$ cat src/rtl/xor_unit_arbiter_pkg.sv
// Shared definitions for the XOR-unit arbiter.
//   N_REQ  : number of requesters (fixed at 4)
//   W      : operand/result width (fixed at 32, matches the XOR unit)
//   ID_W   : width of a requester index
//   CNT_W  : width of the completed-result counter
// rr_pick() performs the round-robin search used by the arbiter.
package xor_unit_arbiter_pkg;

    localparam int N_REQ = 4;
    localparam int W     = 32;
    localparam int ID_W  = 2;
    localparam int CNT_W = 16;

    typedef struct packed {
        logic            found;
        logic [ID_W-1:0] idx;
    } pick_t;

    // First requester with req set, searching ptr, ptr+1, ... mod N_REQ.
    // The loop walks offsets from the farthest to the nearest so the
    // nearest hit is the last write and therefore the winner.
    function automatic pick_t rr_pick(input logic [N_REQ-1:0] req,
                                      input logic [ID_W-1:0]  ptr);
        pick_t           p;
        logic [ID_W-1:0] idx;
        p = '{found: 1'b0, idx: '0};
        for (int k = N_REQ - 1; k >= 0; k--) begin
            idx = ptr + ID_W'(k);
            if (req[idx]) begin
                p.found = 1'b1;
                p.idx   = idx;
            end
        end
        return p;
    endfunction

endpackage

$ cat src/rtl/xor_unit_arbiter_xor.sv
// Gate-level 32-bit bitwise XOR shared by all requesters.
//   a, b : operands
//   y    : a ^ b, purely combinational
module _32_bits_xor
    import xor_unit_arbiter_pkg::*;
(
    input  logic [W-1:0] a,
    input  logic [W-1:0] b,
    output logic [W-1:0] y
);

    for (genvar i = 0; i < W; i++) begin : g_bit
        xor u_xor (y[i], a[i], b[i]);
    end

endmodule

$ cat src/rtl/xor_unit_arbiter.sv
// Round-robin arbiter feeding a two-stage pipeline around one shared XOR.
//   clk, reset          : rising-edge clock, asynchronous active-high reset
//   req[3:0]            : pending operation per requester
//   a_in/b_in[127:0]    : operands, requester i on bits [32i+31:32i]
//   gnt[3:0]            : one-hot combinational grant (0 when none)
//   res/res_id/res_valid: registered result, owner index, valid
//   res_ready           : consumer accepts the result this cycle
//   op_count[15:0]      : wrapping count of accepted results
module xor_unit_arbiter
    import xor_unit_arbiter_pkg::*;
(
    input  logic               clk,
    input  logic               reset,
    input  logic [N_REQ-1:0]   req,
    input  logic [N_REQ*W-1:0] a_in,
    input  logic [N_REQ*W-1:0] b_in,
    output logic [N_REQ-1:0]   gnt,
    output logic [W-1:0]       res,
    output logic [ID_W-1:0]    res_id,
    output logic               res_valid,
    input  logic               res_ready,
    output logic [CNT_W-1:0]   op_count
);

    logic [ID_W-1:0] rr_ptr;
    logic            v1;
    logic [W-1:0]    a1;
    logic [W-1:0]    b1;
    logic [ID_W-1:0] id1;
    logic            v2;
    logic [W-1:0]    xor_out;

    logic  adv1;
    logic  adv2;
    logic  grant_fire;
    pick_t pick;

    assign adv2 = !v2 || res_ready;
    assign adv1 = !v1 || adv2;
    assign pick = rr_pick(req, rr_ptr);

    // Gated by reset so gnt reads zero while reset is held, even with req high.
    assign grant_fire = adv1 && pick.found && !reset;

    // NOTE: every combinational output gets a default first so no path
    // leaves it unassigned, which would otherwise infer a latch.
    always_comb begin
        gnt = '0;
        if (grant_fire) gnt[pick.idx] = 1'b1;
    end

    _32_bits_xor u_xor (
        .a (a1),
        .b (b1),
        .y (xor_out)
    );

    // NOTE: state uses non-blocking assignments so every register samples
    // pre-edge values; both stages can then advance in the same cycle.
    always_ff @(posedge clk or posedge reset) begin
        if (reset) begin
            rr_ptr <= '0;
            v1     <= 1'b0;
            a1     <= '0;
            b1     <= '0;
            id1    <= '0;
        end else if (adv1) begin
            v1 <= grant_fire;
            if (grant_fire) begin
                a1     <= a_in[W*pick.idx +: W];
                b1     <= b_in[W*pick.idx +: W];
                id1    <= pick.idx;
                rr_ptr <= pick.idx + 1'b1;
            end
        end
    end

    always_ff @(posedge clk or posedge reset) begin
        if (reset) begin
            v2     <= 1'b0;
            res    <= '0;
            res_id <= '0;
        end else if (adv2) begin
            v2     <= v1;
            res    <= xor_out;
            res_id <= id1;
        end
    end

    assign res_valid = v2;

    always_ff @(posedge clk or posedge reset) begin
        if (reset)                       op_count <= '0;
        else if (res_valid && res_ready) op_count <= op_count + 1'b1;
    end

endmodule
$ cat config.mk
export PLATFORM = sky130hd
export DESIGN_NAME = xor_unit_arbiter
export DESIGN_NICKNAME = d
export VERILOG_FILES = /design/src/rtl/xor_unit_arbiter_pkg.sv /design/src/rtl/xor_unit_arbiter_xor.sv /design/src/rtl/xor_unit_arbiter.sv
export SDC_FILE = /design/constraint.sdc
export NUM_CORES = 1
export LEC_CHECK = 0
export CAP_MARGIN = 10
export CORE_ASPECT_RATIO = 1.2
export CORE_MARGIN = 8
export CORE_UTILIZATION = 37
export DETAILED_ROUTE_END_ITERATION = 8
export PLACE_DENSITY = 0.78
export SYNTH_ARGS = -nofsm -noshare
export SYNTH_HDL_FRONTEND = slang
export SYNTH_SLANG_ARGS = --single-unit
$ cat constraint.sdc
create_clock -name clk -period 2.7 [get_ports clk]
set_input_delay 0.27 -clock clk [delete_from_list [all_inputs] [get_ports clk]]
set_output_delay 0.27 -clock clk [all_outputs]
set_load 0.005 [all_outputs]
==> results.ini <==
[timing]
relSlewSlack_pct = 39.94
finalClockSkew_ns = 0.01326
setup_tns_ns = 0
hold_viol = 0
rsz0062_at_grt = true
period_minus_slack_ns = 2.619
setup_viol = 0
worst_slew_pin_slew_ns = 0.9010
final_max_slew_viol_count = 0
fmax_mhz = 381.8
period_share_pct = 97.01

[clock_network]
cts-root-buf = clkbuf_16
cts_tree = yes
numCtsBuffers = 17
clkSinkCount = 120
h-tree-depth = 4
cts_buffer_depth = 2
holdBufCountCts = 0
insertion_delay_ns = 0.41
clk_pin_slew_ns = 0.05

[worst_setup_path]
required_ns = 2.43
startpoint_type = primary input
cp_max_fo = 18
crit_type = primary input to output port
cp.arrival_ns = 2.35
end_kind = output port

[power_and_ir_drop]
peakVddDrop_uv = 455.2
p_leak_uw = 0.004255
powerDensity_nw_per_um2 = 802.9

[drt]
drt_drc_violations_left = 0
avgRoutedWirePerCell_um = 21.91
drt_iter0_drc = 322
avgViaCountPerCell = 5.352
vias = 5818
first_pass_iters = 4
wl_um = 23810
drtAntennaViolNets = 0

[final_layout]
nFillCells = 1361
multi_input_area_um2 = 3055
seqCellArea_um2 = 3004
drive_gt1_share_pct = 11.49
final_area_um2 = 10480
area.growth.synth_to_final_pct = 67.69
nets = 1122

[die]
die-width_um = 134.7
design.portCount = 318
die-area_um2 = 21330
rows = 52
initial_core_util_pct = 37.38
chipHeight_um = 158.4
core_area_um2 = 16720

[global_routing]
grtUsageTotal_pct = 21.89
grt_max_degree = 69
overflow = 0
grt_first_pass_wirelength_um = 35600
grt_pass1_vias = 6346
antenna_found_initial = 0

[yosys]
synth_top_area_share_pct = 48.04
synth_top_cell_by_area = dfrtp_1
synth_cell_types = 39
synthTopCellsByArea = dfrtp_1, a221o_1, a22o_1
ys_seq_elements = 120
syn_area_um2 = 6251
ys.warnings.count = 0
avgSynthCellArea_um2 = 11.64
synth_cells = 537
syn_nets = 801
seq_area_frac_synth_pct = 48.04

[placed_design]
place_area_um2 = 9739
dpl.hpwl_um = 17280
portBuffers = 317
gp_congestion = 0.7988

[run_status]
outcome = finished clean

[job]
cap_violations = 0

[hold_path]
hold_class = primary input to register

[cell usage in the layout (no fill, tap or decap), types with 5 or more instances in the layout]
cell type and n:
clkdlybuf4s50_1 316, dfrtp_1 119, a22o_1 64, a221o_1 64, xnor2_1 44, nor2_1 40, mux2_2 36, a21oi_1 35
mux2_1 31, clkbuf_16 18, buf_4 17, nand2_1 15, nand3_1 9, buf_12 5
[worst max-delay path, cell delays in order]
cell,delay (ns)
clkdlybuf4s50_1,0.51
or4_4,0.59
nand3_4,0.21
buf_16,0.22
nor3_4,0.07
clkdlybuf4s50_1,0.48
[final cells by class]
cell class	count	area share, %
timing repair buffer	343	33.59
multi-input combinational	372	29.15
sequential	120	28.66
clock buffer	22	4.428
tap	216	2.578
clock inverter	9	1.408
inverter	4	0.1671
antenna	1	0.02387
[where the power goes]
part	switching, uW	internal, uW	total [uW]	leakage (uW)
sequential	499	2460	2950	0.00146
combinational	1140	1970	3110	0.00250
clock	772	1580	2350	0.000300
total	2410	6010	8420	0.00426
[logic make-up (layout without fill, tap and decap cells)]
| logic type | after synthesis | count (layout) | share of synthesized area (%) |
|---|---|---|---|
| AOI/OAI and AO/OA | 174 | 174 | 23.34 |
| DFF | 120 | 120 | 48.04 |
| and+or+nand+nor | 82 | 83 | 5.925 |
| muxes | 67 | 67 | 12.07 |
| xor gates and xnor gates | 47 | 47 | 6.585 |
| buffers and inverters | 46 | 378 | 3.843 |
| adders and majority gates | 1 | 1 | 0.2001 |
| other | 0 | 1 | 0 |
[timing repair]
| item | in CTS | in global routing |
|---|---|---|
| gates cloned | 3 | 1 |
| setup buffers | 2 | 0 |
| gates resized for setup | 2 | 2 |
| endpoints found under the setup margin | 3 | 3 |
| pin swaps | 2 | 0 |
[worst paths after layout]
path                                             from                    end  slack (ns)  cells after the start
worst min-delay path                           req[2]         v1$_DFFE_PP0P_        0.41                      4
max in group asynchronous                       reset     a1[16]$_DFFE_PP0P_        0.90                      4
worst max register to register  rr_ptr[1]$_DFFE_PP0P_     b1[17]$_DFFE_PP0P_        0.35                      6
min in group asynchronous                       reset     a1[28]$_DFFE_PP0P_        0.55                      3
worst max-delay path                           req[0]                 gnt[3]        0.08                      6
worst min register to register         v1$_DFFE_PP0P_  res_valid$_DFFE_PP0P_        0.45                      1
[metal layers]
layer | part of all wire (%) | GRT usage, % | wire length [um]
met1 | 39 | 25.22 | 9345
met2 | 52 | 37.52 | 12350
met3 | 6.5 | 6.187 | 1545
met4 | 2.4 | 8.838 | 571
met5 | 0 | 0 | 0
[cells in the mapped netlist]
cell type / n
clkbuf_1: 13
mux2_1: 31
buf_4: 1
or4_4: 1
nor3_1: 3
xor2_1: 3
nor2_2: 1
a221o_1: 64
a31oi_1: 1
nand3b_1: 1
buf_1: 7
xnor2_1: 44
a21boi_0: 1
inv_2: 1
o32a_1: 1
and3_1: 2
o32ai_1: 1
dfrtp_1: 120
a32oi_1: 1
nand3_2: 1
o21bai_1: 1
a21oi_1: 35
o21ai_0: 1
and4_1: 1
o21ai_1: 2
nand4_1: 3
buf_2: 15
nor4_1: 1
buf_6: 6
nand2b_1: 3
a22o_1: 64
nand2_1: 15
a211oi_2: 1
nand3_1: 9
ha_1: 1
mux2_2: 36
o22ai_1: 1
inv_1: 3
nor2_1: 41
[state kept, by name (all words and copies together) (netlist names)]
signal and count:
a1 32, res_id 2, res 32, op_count 16
v1 1, id1 2, res_valid 1, b1 32
rr_ptr 2
[per-stage QoR]
stage | hold WS [ns] | util, % | worst slack (ns) | total power [uW] | std cells
global placement | 0.4399 | 58.25 | -0.07326 | 5925 | 1049
global route | 0.4340 | 62.68 | -0.0005072 | 8871 | 1086
detailed placement | 0.4522 | 58.25 | -0.1341 | 6015 | 1049
finish | 0.4133 | 62.69 | 0.08066 | 8417 | 1087
floorplan | 0.4160 | - | 0.2668 | 4474 | 537
CTS | 0.4484 | 62.47 | 0.03171 | 8491 | 1085
Power figures use the tool's default switching activity.
